`src/rtl/coastalwhite_canright_sbox_pkg.sv`:
```
// Shared constants and tower-field arithmetic for the Canright S-box.
// The inverse-direction layers exist only when CANRIGHT_INVERSE_EN is defined.
package coastalwhite_canright_sbox_pkg;

    localparam int unsigned CTRL_DIR_BIT  = 0;
    localparam int unsigned CTRL_LOAD_BIT = 1;

    localparam logic [7:0] AFFINE_C = 8'h63;

    // Normal bases: GF(4) over [W^2, W], GF(16) over [Z^4, Z], GF(256) over [Y^16, Y].
    // N = W^2 and nu = W^2 * Z^4 both have trace 1, so each quadratic extension is irreducible.
    localparam logic [1:0] GF4_N     = 2'b10;
    localparam logic [3:0] GF16_NU   = 4'b1000;
    localparam logic [7:0] GF256_ONE = 8'hFF;

    // 8x8 GF(2) matrix; column k occupies bits [8k+7:8k].
    typedef logic [63:0] mat_t;

    function automatic logic [1:0] gf4_mul(input logic [1:0] a, input logic [1:0] b);
        logic e;
        e = (a[1] ^ a[0]) & (b[1] ^ b[0]);
        return {(a[1] & b[1]) ^ e, (a[0] & b[0]) ^ e};
    endfunction

    // Inversion in GF(4) is squaring, which swaps normal-basis coordinates.
    function automatic logic [1:0] gf4_inv(input logic [1:0] a);
        return {a[0], a[1]};
    endfunction

    function automatic logic [3:0] gf16_mul(input logic [3:0] a, input logic [3:0] b);
        logic [1:0] e;
        e = gf4_mul(gf4_mul(a[3:2] ^ a[1:0], b[3:2] ^ b[1:0]), GF4_N);
        return {gf4_mul(a[3:2], b[3:2]) ^ e, gf4_mul(a[1:0], b[1:0]) ^ e};
    endfunction

    function automatic logic [3:0] gf16_inv(input logic [3:0] a);
        logic [1:0] s;
        logic [1:0] t;
        logic [1:0] d;
        s = a[3:2] ^ a[1:0];
        t = gf4_mul(a[3:2], a[1:0]) ^ gf4_mul(gf4_mul(s, s), GF4_N);
        d = gf4_inv(t);
        return {gf4_mul(d, a[1:0]), gf4_mul(d, a[3:2])};
    endfunction

    function automatic logic [7:0] gf256_mul(input logic [7:0] a, input logic [7:0] b);
        logic [3:0] e;
        e = gf16_mul(gf16_mul(a[7:4] ^ a[3:0], b[7:4] ^ b[3:0]), GF16_NU);
        return {gf16_mul(a[7:4], b[7:4]) ^ e, gf16_mul(a[3:0], b[3:0]) ^ e};
    endfunction

    // (a*Y^16 + b*Y)^-1 = d*b*Y^16 + d*a*Y with d = (a*b + (a+b)^2*nu)^-1; maps 0 to 0.
    function automatic logic [7:0] gf256_inv(input logic [7:0] a);
        logic [3:0] s;
        logic [3:0] t;
        logic [3:0] d;
        s = a[7:4] ^ a[3:0];
        t = gf16_mul(a[7:4], a[3:0]) ^ gf16_mul(gf16_mul(s, s), GF16_NU);
        d = gf16_inv(t);
        return {gf16_mul(d, a[3:0]), gf16_mul(d, a[7:4])};
    endfunction

    function automatic logic [7:0] mat_apply(input mat_t m, input logic [7:0] x);
        logic [7:0] r;
        r = '0;
        for (int k = 0; k < 8; k++) begin
            if (x[k]) r ^= m[8*k +: 8];
        end
        return r;
    endfunction

    // Returns a composed with b (b applied first).
    function automatic mat_t mat_compose(input mat_t a, input mat_t b);
        mat_t r;
        r = '0;
        for (int k = 0; k < 8; k++) r[8*k +: 8] = mat_apply(a, b[8*k +: 8]);
        return r;
    endfunction

    function automatic logic [7:0] affine_lin_fwd(input logic [7:0] x);
        return x ^ {x[6:0], x[7]} ^ {x[5:0], x[7:6]} ^ {x[4:0], x[7:5]} ^ {x[3:0], x[7:4]};
    endfunction

    function automatic logic [7:0] affine_lin_inv(input logic [7:0] x);
        return {x[6:0], x[7]} ^ {x[4:0], x[7:5]} ^ {x[1:0], x[7:2]};
    endfunction

    function automatic mat_t affine_mat(input logic inverse);
        mat_t r;
        logic [7:0] e;
        r = '0;
        for (int k = 0; k < 8; k++) begin
            e = 8'h01 << k;
            r[8*k +: 8] = inverse ? affine_lin_inv(e) : affine_lin_fwd(e);
        end
        return r;
    endfunction

    // Polynomial basis to tower basis: x maps to a tower root g of x^8+x^4+x^3+x+1.
    function automatic mat_t poly_to_tower();
        mat_t r;
        logic [8:0][7:0] pw;
        logic found;
        r = '0;
        found = 1'b0;
        pw = '0;
        for (int c = 1; c < 256; c++) begin
            if (!found) begin
                pw[0] = GF256_ONE;
                for (int k = 1; k < 9; k++) pw[k] = gf256_mul(pw[k-1], 8'(c));
                if ((pw[8] ^ pw[4] ^ pw[3] ^ pw[1] ^ pw[0]) == 8'h00) begin
                    found = 1'b1;
                    for (int k = 0; k < 8; k++) r[8*k +: 8] = pw[k];
                end
            end
        end
        return r;
    endfunction

    function automatic mat_t mat_invert(input mat_t m);
        mat_t r;
        r = '0;
        for (int j = 0; j < 8; j++) begin
            for (int x = 1; x < 256; x++) begin
                if (mat_apply(m, 8'(x)) == (8'h01 << j)) r[8*j +: 8] = 8'(x);
            end
        end
        return r;
    endfunction

    localparam mat_t TO_TOWER   = poly_to_tower();
    localparam mat_t FROM_TOWER = mat_invert(TO_TOWER);

    // Forward: y = A(Inv(x)) ^ 0x63, with A folded into the output basis change.
    localparam mat_t FWD_IN  = TO_TOWER;
    localparam mat_t FWD_OUT = mat_compose(affine_mat(1'b0), FROM_TOWER);

`ifdef CANRIGHT_INVERSE_EN
    // Inverse: y = Inv(A^-1(x ^ 0x63)); A^-1 and its constant fold into the input layer.
    localparam mat_t       INV_IN   = mat_compose(TO_TOWER, affine_mat(1'b1));
    localparam logic [7:0] INV_IN_C = mat_apply(INV_IN, AFFINE_C);
    localparam mat_t       INV_OUT  = FROM_TOWER;
`endif

endpackage

```
`src/rtl/coastalwhite_canright_sbox_if.sv`:
```
// Byte-wide user-project pin bundle for the S-box tile.
interface coastalwhite_canright_sbox_if;
    logic       ena;
    logic [7:0] ui_in;
    logic [7:0] uio_in;
    logic [7:0] uo_out;
    logic [7:0] uio_out;
    logic [7:0] uio_oe;

    modport master (
        output ena, ui_in, uio_in,
        input  uo_out, uio_out, uio_oe
    );

    modport slave (
        input  ena, ui_in, uio_in,
        output uo_out, uio_out, uio_oe
    );
endinterface

```
`src/rtl/coastalwhite_canright_sbox_canright_sbox.sv`:
```
// Combinational Canright S-box core sharing one tower-field inverter.
// CANRIGHT_INVERSE_EN adds the inverse input/output layers selected by dir.
module canright_sbox
    import coastalwhite_canright_sbox_pkg::*;
(
    input  logic [7:0] data_in,
    input  logic       dir,
    output logic [7:0] data_out
);
    logic [7:0] tower_in;
    logic [7:0] tower_inv;
    logic [7:0] fwd_out;

    assign tower_inv = gf256_inv(tower_in);
    assign fwd_out   = mat_apply(FWD_OUT, tower_inv) ^ AFFINE_C;

`ifdef CANRIGHT_INVERSE_EN
    always_comb begin
        tower_in = mat_apply(FWD_IN, data_in);
        data_out = fwd_out;
        if (!dir) begin
            tower_in = mat_apply(INV_IN, data_in) ^ INV_IN_C;
            data_out = mat_apply(INV_OUT, tower_inv);
        end
    end
`else
    logic unused_dir;
    assign unused_dir = dir;

    always_comb begin
        tower_in = mat_apply(FWD_IN, data_in);
        data_out = fwd_out;
    end
`endif

endmodule

```
`src/rtl/coastalwhite_canright_sbox.sv`:
```
// Tile top: registers the S-box result on the load strobe; bidir pins stay inputs.
// Direction select is honoured only when CANRIGHT_INVERSE_EN is defined.
module coastalwhite_canright_sbox
    import coastalwhite_canright_sbox_pkg::*;
(
    input  logic                          clk,
    input  logic                          rst,
    coastalwhite_canright_sbox_if.slave   bus
);
    logic [7:0] sbox_out;
    logic [7:0] out_reg;
    logic [7:0] out_next;
    logic       load;
    logic       dir;

    assign load = bus.uio_in[CTRL_LOAD_BIT];
    assign dir  = bus.uio_in[CTRL_DIR_BIT];

    canright_sbox u_core (
        .data_in  (bus.ui_in),
        .dir      (dir),
        .data_out (sbox_out)
    );

    always_comb begin
        out_next = out_reg;
        if (load) out_next = sbox_out;
    end

    always_ff @(posedge clk) begin
        if (rst) out_reg <= 8'h00;
        else     out_reg <= out_next;
    end

    assign bus.uo_out  = out_reg;
    assign bus.uio_out = 8'h00;
    assign bus.uio_oe  = 8'h00;

    logic unused_bits;
    assign unused_bits = &{1'b0, bus.ena, bus.uio_in[7:2]};

endmodule

```
`src/flat_wrapper.sv`:
```
// flat-port wrapper written by rule: the top's interface ports become plain ports
module coastalwhite_canright_sbox_flat import coastalwhite_canright_sbox_pkg::*;
  (clk, rst, bus_ena, bus_ui_in, bus_uio_in, bus_uo_out, bus_uio_out, bus_uio_oe);
  coastalwhite_canright_sbox_if bus_i ();
  input  logic clk;
  input  logic rst;
  input wire logic [$bits(bus_i.ena)-1:0] bus_ena;
  input wire logic [$bits(bus_i.ui_in)-1:0] bus_ui_in;
  input wire logic [$bits(bus_i.uio_in)-1:0] bus_uio_in;
  output wire logic [$bits(bus_i.uo_out)-1:0] bus_uo_out;
  output wire logic [$bits(bus_i.uio_out)-1:0] bus_uio_out;
  output wire logic [$bits(bus_i.uio_oe)-1:0] bus_uio_oe;
  assign bus_i.ena = bus_ena;
  assign bus_i.ui_in = bus_ui_in;
  assign bus_i.uio_in = bus_uio_in;
  assign bus_uo_out = bus_i.uo_out;
  assign bus_uio_out = bus_i.uio_out;
  assign bus_uio_oe = bus_i.uio_oe;
  coastalwhite_canright_sbox u_core (.clk(clk), .rst(rst), .bus(bus_i));
endmodule
```
`config.mk`:
```
export PLATFORM = sky130hd
export DESIGN_NAME = coastalwhite_canright_sbox_flat
export DESIGN_NICKNAME = d
export VERILOG_FILES = /design/src/rtl/coastalwhite_canright_sbox_pkg.sv /design/src/rtl/coastalwhite_canright_sbox_if.sv /design/src/rtl/coastalwhite_canright_sbox_canright_sbox.sv /design/src/rtl/coastalwhite_canright_sbox.sv /design/src/flat_wrapper.sv
export SDC_FILE = /design/constraint.sdc
export NUM_CORES = 1
export LEC_CHECK = 0
export CAP_MARGIN = 0
export CORE_UTILIZATION = 57
export DETAILED_ROUTE_END_ITERATION = 7
export PLACE_DENSITY = 0.94
export SYNTH_ARGS = -nofsm -noshare
export SYNTH_HDL_FRONTEND = slang
export SYNTH_HIERARCHICAL = 1
export SYNTH_SLANG_ARGS = --single-unit
export TNS_END_PERCENT = 10
```
`constraint.sdc`:
```
create_clock -name clk -period 8.2 [get_ports clk]
set_clock_uncertainty 0.1 [all_clocks]
set_input_delay 0.82 -clock clk [delete_from_list [all_inputs] [get_ports clk]]
set_output_delay 0.82 -clock clk [all_outputs]
set_load 0.005 [all_outputs]
```
==> tab_implementation.tex <==
\begin{tabular}{lr}
\hline
Metric & Value \\
\hline
\multicolumn{2}{l}{\textbf{Clocking}} \\
\quad Clock tree from TritonCTS & done \\
\quad Number of buffers added by the clock tree synthesis step & 3 \\
\quad CTS Root Buffer Type & sky130\_fd\_sc\_hd\_\_clkbuf\_8 \\
\quad Clock latency at the later pin of the worst-skew pair & 230 ps \\
\quad Post-CTS repair timing setup buffer count & 0 \\
\quad Number of cells upsized or downsized after cts & 0 \\
\quad \# hold bufs at CTS & 0 \\
\quad Buffer levels on the longest clock path & 2 \\
\quad H-tree depth & 1 \\
\quad Clock input transition at the sequential cells of the worst setup and hold paths & 40 ps \\
\quad Clk sinks & 8 \\
\multicolumn{2}{l}{\textbf{Routing}} \\
\quad Top routing layer in use & met4 \\
\quad Total number of vias & 2,658 \\
\quad Number of design rule violations left after detail routing & 0 \\
\quad Via/cell ratio & 6.07 \\
\quad Drt wl/cell & 15.7 um \\
\quad Drt first-iter violations & 203 \\
\quad Met2 wire length & 3.53 mm \\
\quad Final ANT Viol Nets & 0 \\
\quad Final wirelength & 6.88 mm \\
\quad Routed wire length on met3 & 517 um \\
\quad Number of optimization iterations in the first detailed-route pass & 6 \\
\quad Wl on met1 & 2.71 mm \\
\multicolumn{2}{l}{\textbf{Critical path}} \\
\quad Flop2flop setup slack & 7470 ps \\
\quad Data required time of the worst path & 8210 ps \\
\quad Number of buffers and inverters on the critical path & 2 \\
\quad Critical Path Sink & u\_core/bus.uo\_out[2] \\
\quad Worst-path cell with the longest stage delay & sky130\_fd\_sc\_hd\_\_clkdlybuf4s50\_1 \\
\quad Worst Setup End Kind & flip-flop \\
\quad Max FO, Critical Path & 13 \\
\quad CP Class & input pin to flip-flop \\
\quad Family with the most delay on the worst path & XOR/XNOR gates \\
\quad Path depth of the worst reg2reg path & 2 \\
\quad Arr. time, crit path & 7880 ps \\
\quad Crit path largest cell delay & 770 ps \\
\quad Source of the critical timing path & bus\_ui\_in[5] \\
\quad Endpoint of the lowest-slack register-to-register path & u\_core/bus.uo\_out[3] \\
\quad Most repeated library cell on the critical path & sky130\_fd\_sc\_hd\_\_xnor2\_1 \\
\quad Crit. path cell count & 25 \\
\quad Critical Path Source Type & input pin \\
\quad Worst flop-to-flop path startpoint & u\_core/bus.uo\_out[3] \\
\multicolumn{2}{l}{\textbf{Global routing}} \\
\quad Aggregate global routing overflow & 0 \\
\quad Initial antenna violation count & 0 \\
\quad Vias in the first global route & 2,431 \\
\quad First-pass GRT wire length & 11.1 mm \\
\quad GR Util All Layers & 25.8\% \\
\quad Maximum number of pins on one net before global-route repair & 18 \\
\multicolumn{2}{l}{\textbf{STA}} \\
\quad Final worst-path cycle share & 96.0\% \\
\quad Setup repair after global routing missed its margin & false \\
\quad Minimum clock period after layout & 7870 ps \\
\quad Setup violation total in the final timing report & 0 \\
\quad Maximum achievable frequency & 127 MHz \\
\quad Least-Margin Pin Slew & 894 ps \\
\quad Final count of pins violating max slew & 0 \\
\quad Final number of hold-violating endpoints & 0 \\
\quad Setup total negative slack & 0 ps \\
\quad Worst slew margin relative to its limit & 40.0\% \\
\multicolumn{2}{l}{\textbf{Yosys}} \\
\quad Number of flops mapped to enable cells by yosys & 0 \\
\quad Synth Cell Area & 0.00301 mm2 \\
\quad Distinct cell type count of the synthesized netlist & 69 \\
\quad Biggest area consumer among synthesized cells & sky130\_fd\_sc\_hd\_\_xnor2\_1 \\
\quad Synthesized instance count & 359 \\
\quad Post-synthesis area per instance & 8.39 um2 \\
\quad Flop and latch count out of synthesis & 8 \\
\quad Cell types occupying the most area after synthesis & sky130\_fd\_sc\_hd\_\_xnor2\_1 (13\%), sky130\_fd\_sc\_hd\_\_xnor3\_1 (8.2\%), sky130\_fd\_sc\_hd\_\_mux2i\_1 (7.3\%), sky130\_fd\_sc\_hd\_\_dfxtp\_1 (5.3\%), sky130\_fd\_sc\_hd\_\_buf\_4 (4.7\%) \\
\quad Yosys Warn Count & 6 \\
\quad Async set-reset flop share out of synthesis & 0\% \\
\quad Top cell type's share of synthesized area & 13.4\% \\
\quad Sequential-to-total area share from yosys stat & 5.32\% \\
\quad Most used flip-flop cell after synthesis & sky130\_fd\_sc\_hd\_\_dfxtp\_1 \\
\multicolumn{2}{l}{\textbf{Job}} \\
\quad Count of max-cap constraint violations & 0 \\
\multicolumn{2}{l}{\textbf{Finish}} \\
\quad Number of flip-flops in the largest register & 8 \\
\quad Layout overhead on the synthesized area & 6.65\% \\
\quad Nets & 394 \\
\quad Most common library cell in the layout ignoring fill and taps & sky130\_fd\_sc\_hd\_\_xnor2\_1 \\
\quad Most used cells in the layout excluding fill and tap cells & sky130\_fd\_sc\_hd\_\_xnor2\_1 (46), sky130\_fd\_sc\_hd\_\_nor2\_1 (25), sky130\_fd\_sc\_hd\_\_mux2i\_1 (22), sky130\_fd\_sc\_hd\_\_nor3\_1 (19), sky130\_fd\_sc\_hd\_\_clkdlybuf4s50\_1 (18) \\
\quad Number of diodes added for antenna fixing & 0 \\
\quad Share of cells above drive strength 1 & 12.5\% \\
\multicolumn{2}{l}{\textbf{Placement}} \\
\quad Port Buffers & 18 \\
\quad Half-perimeter wire length after placement & 5.45 mm \\
\quad Final weighted congestion in routability-driven placement & 1.01 \\
\multicolumn{2}{l}{\textbf{Run status}} \\
\quad Result of the run & complete, no violations \\
\multicolumn{2}{l}{\textbf{Floorplanning}} \\
\quad DIE HEIGHT & 74.7 um \\
\quad Die ar. & 0.00558 mm2 \\
\quad Chip Width & 74.7 um \\
\quad Top-level I/O count & 43 \\
\quad Total core area & 0.00511 mm2 \\
\quad Initial cell density of the core & 58.9\% \\
\quad Std cell rows & 26 \\
\multicolumn{2}{l}{\textbf{Min path}} \\
\quad Path category of the worst min-delay check & flip-flop to flip-flop \\
\hline
\end{tabular}
[final cells by class]
type                            count  area, um2
Fill cell                         408       1900
Sequential cell                     8        160
Timing Repair Buffer               30        270
Multi-Input combinational cell    314       2600
Clock buffer                        3       41.3
Inverter                           13       48.8
Tap cell                           70       87.6
[metrics by stage]
step           area (um2)  setup WS [ps]  hold WS, ps  instances  util (%)
2_1_floorplan        3070           1150          385        374         -
3_3_place_gp         3170            486          373        435      62.1
3_5_place_dp         3170            244          396        435      62.1
4_1_cts              3210            442          405        438      62.9
5_1_grt              3210           10.0          433        438      62.9
6_report             3210            329          403        438      62.9
[metal layers]
metal / up-vias / track usage (%)
li1: 1276 / -
met1: 1228 / 32.3
met2: 138 / 46.5
met3: 16 / 3.61
met4: 0 / 6.50
met5: - / 0
[how the worst min path moves through the flow]
stage,from,to,slack [ps],cells past startpoint
5_1_grt,u_core/bus.uo_out[1],u_core/bus.uo_out[1],430,2
4_1_cts,u_core/bus.uo_out[7],u_core/bus.uo_out[7],410,2
2_1_floorplan,u_core/bus.uo_out[0],u_core/bus.uo_out[0],380,2
3_5_place_dp,u_core/bus.uo_out[7],u_core/bus.uo_out[7],400,2
3_3_place_gp,u_core/bus.uo_out[4],u_core/bus.uo_out[4],370,2
6_report,u_core/bus.uo_out[1],u_core/bus.uo_out[1],400,2
[kinds of logic after synthesis]
logic type	count (synthesis)	synth area share [%]
mux	24	8.06
compound gates	74	19.3
fa+ha+maj	7	2.74
xor+xnor	87	35.8
simple gates	106	18.5
buf+inv	52	10.1
other cells	1	0.125
flops	8	5.32
[synth_stat cells, types with 3 or more instances]
master,n
sky130_fd_sc_hd__a21oi_1,13
sky130_fd_sc_hd__nand3_1,10
sky130_fd_sc_hd__xor3_1,3
sky130_fd_sc_hd__xor2_1,14
sky130_fd_sc_hd__xnor3_1,11
sky130_fd_sc_hd__and2_1,6
sky130_fd_sc_hd__ha_1,5
sky130_fd_sc_hd__nand2b_1,4
sky130_fd_sc_hd__clkbuf_1,8
sky130_fd_sc_hd__nor3_1,19
sky130_fd_sc_hd__buf_2,6
sky130_fd_sc_hd__buf_4,19
sky130_fd_sc_hd__mux2i_1,22
sky130_fd_sc_hd__xnor2_2,8
sky130_fd_sc_hd__o211ai_1,4
sky130_fd_sc_hd__o2111ai_1,3
sky130_fd_sc_hd__a211oi_1,5
sky130_fd_sc_hd__dfxtp_1,8
sky130_fd_sc_hd__xor2_2,3
sky130_fd_sc_hd__nor2b_1,3
sky130_fd_sc_hd__o21ai_1,5
sky130_fd_sc_hd__o21a_1,3
sky130_fd_sc_hd__nor2_1,25
sky130_fd_sc_hd__o21ai_0,6
sky130_fd_sc_hd__or3_1,4
sky130_fd_sc_hd__and3_1,3
sky130_fd_sc_hd__inv_1,12
sky130_fd_sc_hd__xnor2_1,46
sky130_fd_sc_hd__buf_6,4
sky130_fd_sc_hd__nand2_1,17
sky130_fd_sc_hd__a211o_1,5
[tightest hold or removal path, cell delays in order (launching register included)]
cell	delay [ps]
sky130_fd_sc_hd__dfxtp_1	320
sky130_fd_sc_hd__mux2i_1	70
sky130_fd_sc_hd__nor2_1	80
Power is not shown: default switching activity piles up to over one toggle a cycle in this logic, so the estimate is an artifact.
==> variant (same flow settings) <==
Build with the macro `CANRIGHT_INVERSE_EN` defined.
--- a/src/rtl/coastalwhite_canright_sbox_pkg.sv
+++ b/src/rtl/coastalwhite_canright_sbox_pkg.sv
@@ -1,4 +1,6 @@
 // Shared constants and tower-field arithmetic for the Canright S-box.
 // The inverse-direction layers exist only when CANRIGHT_INVERSE_EN is defined.
+`define CANRIGHT_INVERSE_EN
+
 package coastalwhite_canright_sbox_pkg;
 
Check against the original RTL: not equivalent (a bounded check fails within 4 cycles, from zero or initial values and one cycle with rst high).
==> variant against the original RTL <==
Critical endpoint is now u_core/bus.uo_out[0]$_SDFFE_PP0P_. Setup slack improved by 0.17 ns. Wire length rose by 1.6%. Sequential cell count stayed put. Final area grew 5.8%. Cell count increased by 5.3%. First-iteration DRC count decreased by 17%. Synthesized cell count rose by 6.7%. Synthesized area rose by 7.7%.
Power is not shown: default switching activity piles up to over one toggle a cycle in this logic, so the estimate is an artifact.
==> variant: results (changes against the original RTL) <==
met1Wirelength_um: 3100  # +14%
tightest_slew_ns: 0.684  # -0.210 ns
post-route-min-period_ns: 7.70  # -0.175 ns
synth.area.top_cells: "xnor2_1 14%, mux2i_1 6.2%, xor2_1 5.7%"
wl_per_cell_um: 15.2  # -3.5%
wl_met3_um: 258  # -50%
min_path_type: "flop to flop"
initialDrtViolationCount: 169  # -17%
groute.usage.overall: 0.232  # -0.0265
grt_max_degree: 30  # +12
grtUsageMet2: 0.404  # -0.0610
gp_congestion: 0.910  # -9.6%
num-nets-final: 416  # +5.6%
ys_seq_area_frac: 0.0494  # -0.00380
grt_use_met3: 0.0224  # -0.0138
synth.distinct_cells: 74  # +7.2%
yosys-top-cells-count: "51 x xnor2_1, 34 x nor2_1, 23 x buf_4"
path_max_fanout: 15  # +2
outcome: "finished, final reports clean"
r2r_setup_slack_ns: 7.48  # about the same
portBuffers: 19  # +1
via_per_inst: 5.97  # -1.7%
async_flop_share: 0  # unchanged
grt_pass1_vias: 2507  # +3.1%
met2WireLength_um: 3490  # -1.2%
fillers: 460  # +13%
grt_pass1_wl_um: 11400  # +2.3%
place_hpwl_um: 5790  # +6.2%
dpl_worst_slack_ns: 0.297  # +0.0528 ns
layout-drive-gt1-share: 0.144  # +0.0190
use_met1: 0.301  # -0.0222
==> variant: final timing paths <==
| path | startpoint | depth (start not counted) | to |
|---|---|---|---|
| min | u_core/bus.uo_out[4]$_SDFFE_PP0P_ | 2 | u_core/bus.uo_out[4]$_SDFFE_PP0P_ |
| max reg2reg | u_core/bus.uo_out[3]$_SDFFE_PP0P_ | 2 | u_core/bus.uo_out[3]$_SDFFE_PP0P_ |
| max | bus_ui_in[6] | 28 | u_core/bus.uo_out[0]$_SDFFE_PP0P_ |
| min reg2reg | u_core/bus.uo_out[4]$_SDFFE_PP0P_ | 2 | u_core/bus.uo_out[4]$_SDFFE_PP0P_ |
==> variant: area by class of cell <==
cell class              instances  area, um2  share of cell area
clock buffers                   3       41.3              0.0122
inverters                      11       41.3              0.0122
multi-input cells             344       2840               0.837
flip-flops and latches          8        160              0.0471
well taps                      72       90.1              0.0265
repair buffers                 23        220              0.0648
==> variant: worst register-to-register path, cell delays in order (launching register included) <==
cell and delay (ns):
dfxtp_1 0.30, mux2i_1 0.13, nor2_1 0.06
==> variant: stage by stage <==
step,instances,cell area [um2],hold slack [ns],utilization
3_5_place_dp,458,3360,0.391,0.609
4_1_cts,461,3400,0.400,0.617
2_1_floorplan,398,3300,0.385,-
6_report,461,3400,0.395,0.617
3_3_place_gp,458,3360,0.371,0.609
5_1_grt,461,3400,0.429,0.617
==> variant: cell families after synthesis <==
| kind of cell | share of synthesized area |
|---|---|
| and+or+nand+nor | 0.186 |
| xor gates and xnor gates | 0.383 |
| AOI/OAI and AO/OA | 0.205 |
| buffers and inverters | 0.0907 |
| muxes | 0.0618 |
| DFF | 0.0494 |
| adders and majority gates | 0.0232 |
| other | 0.00116 |
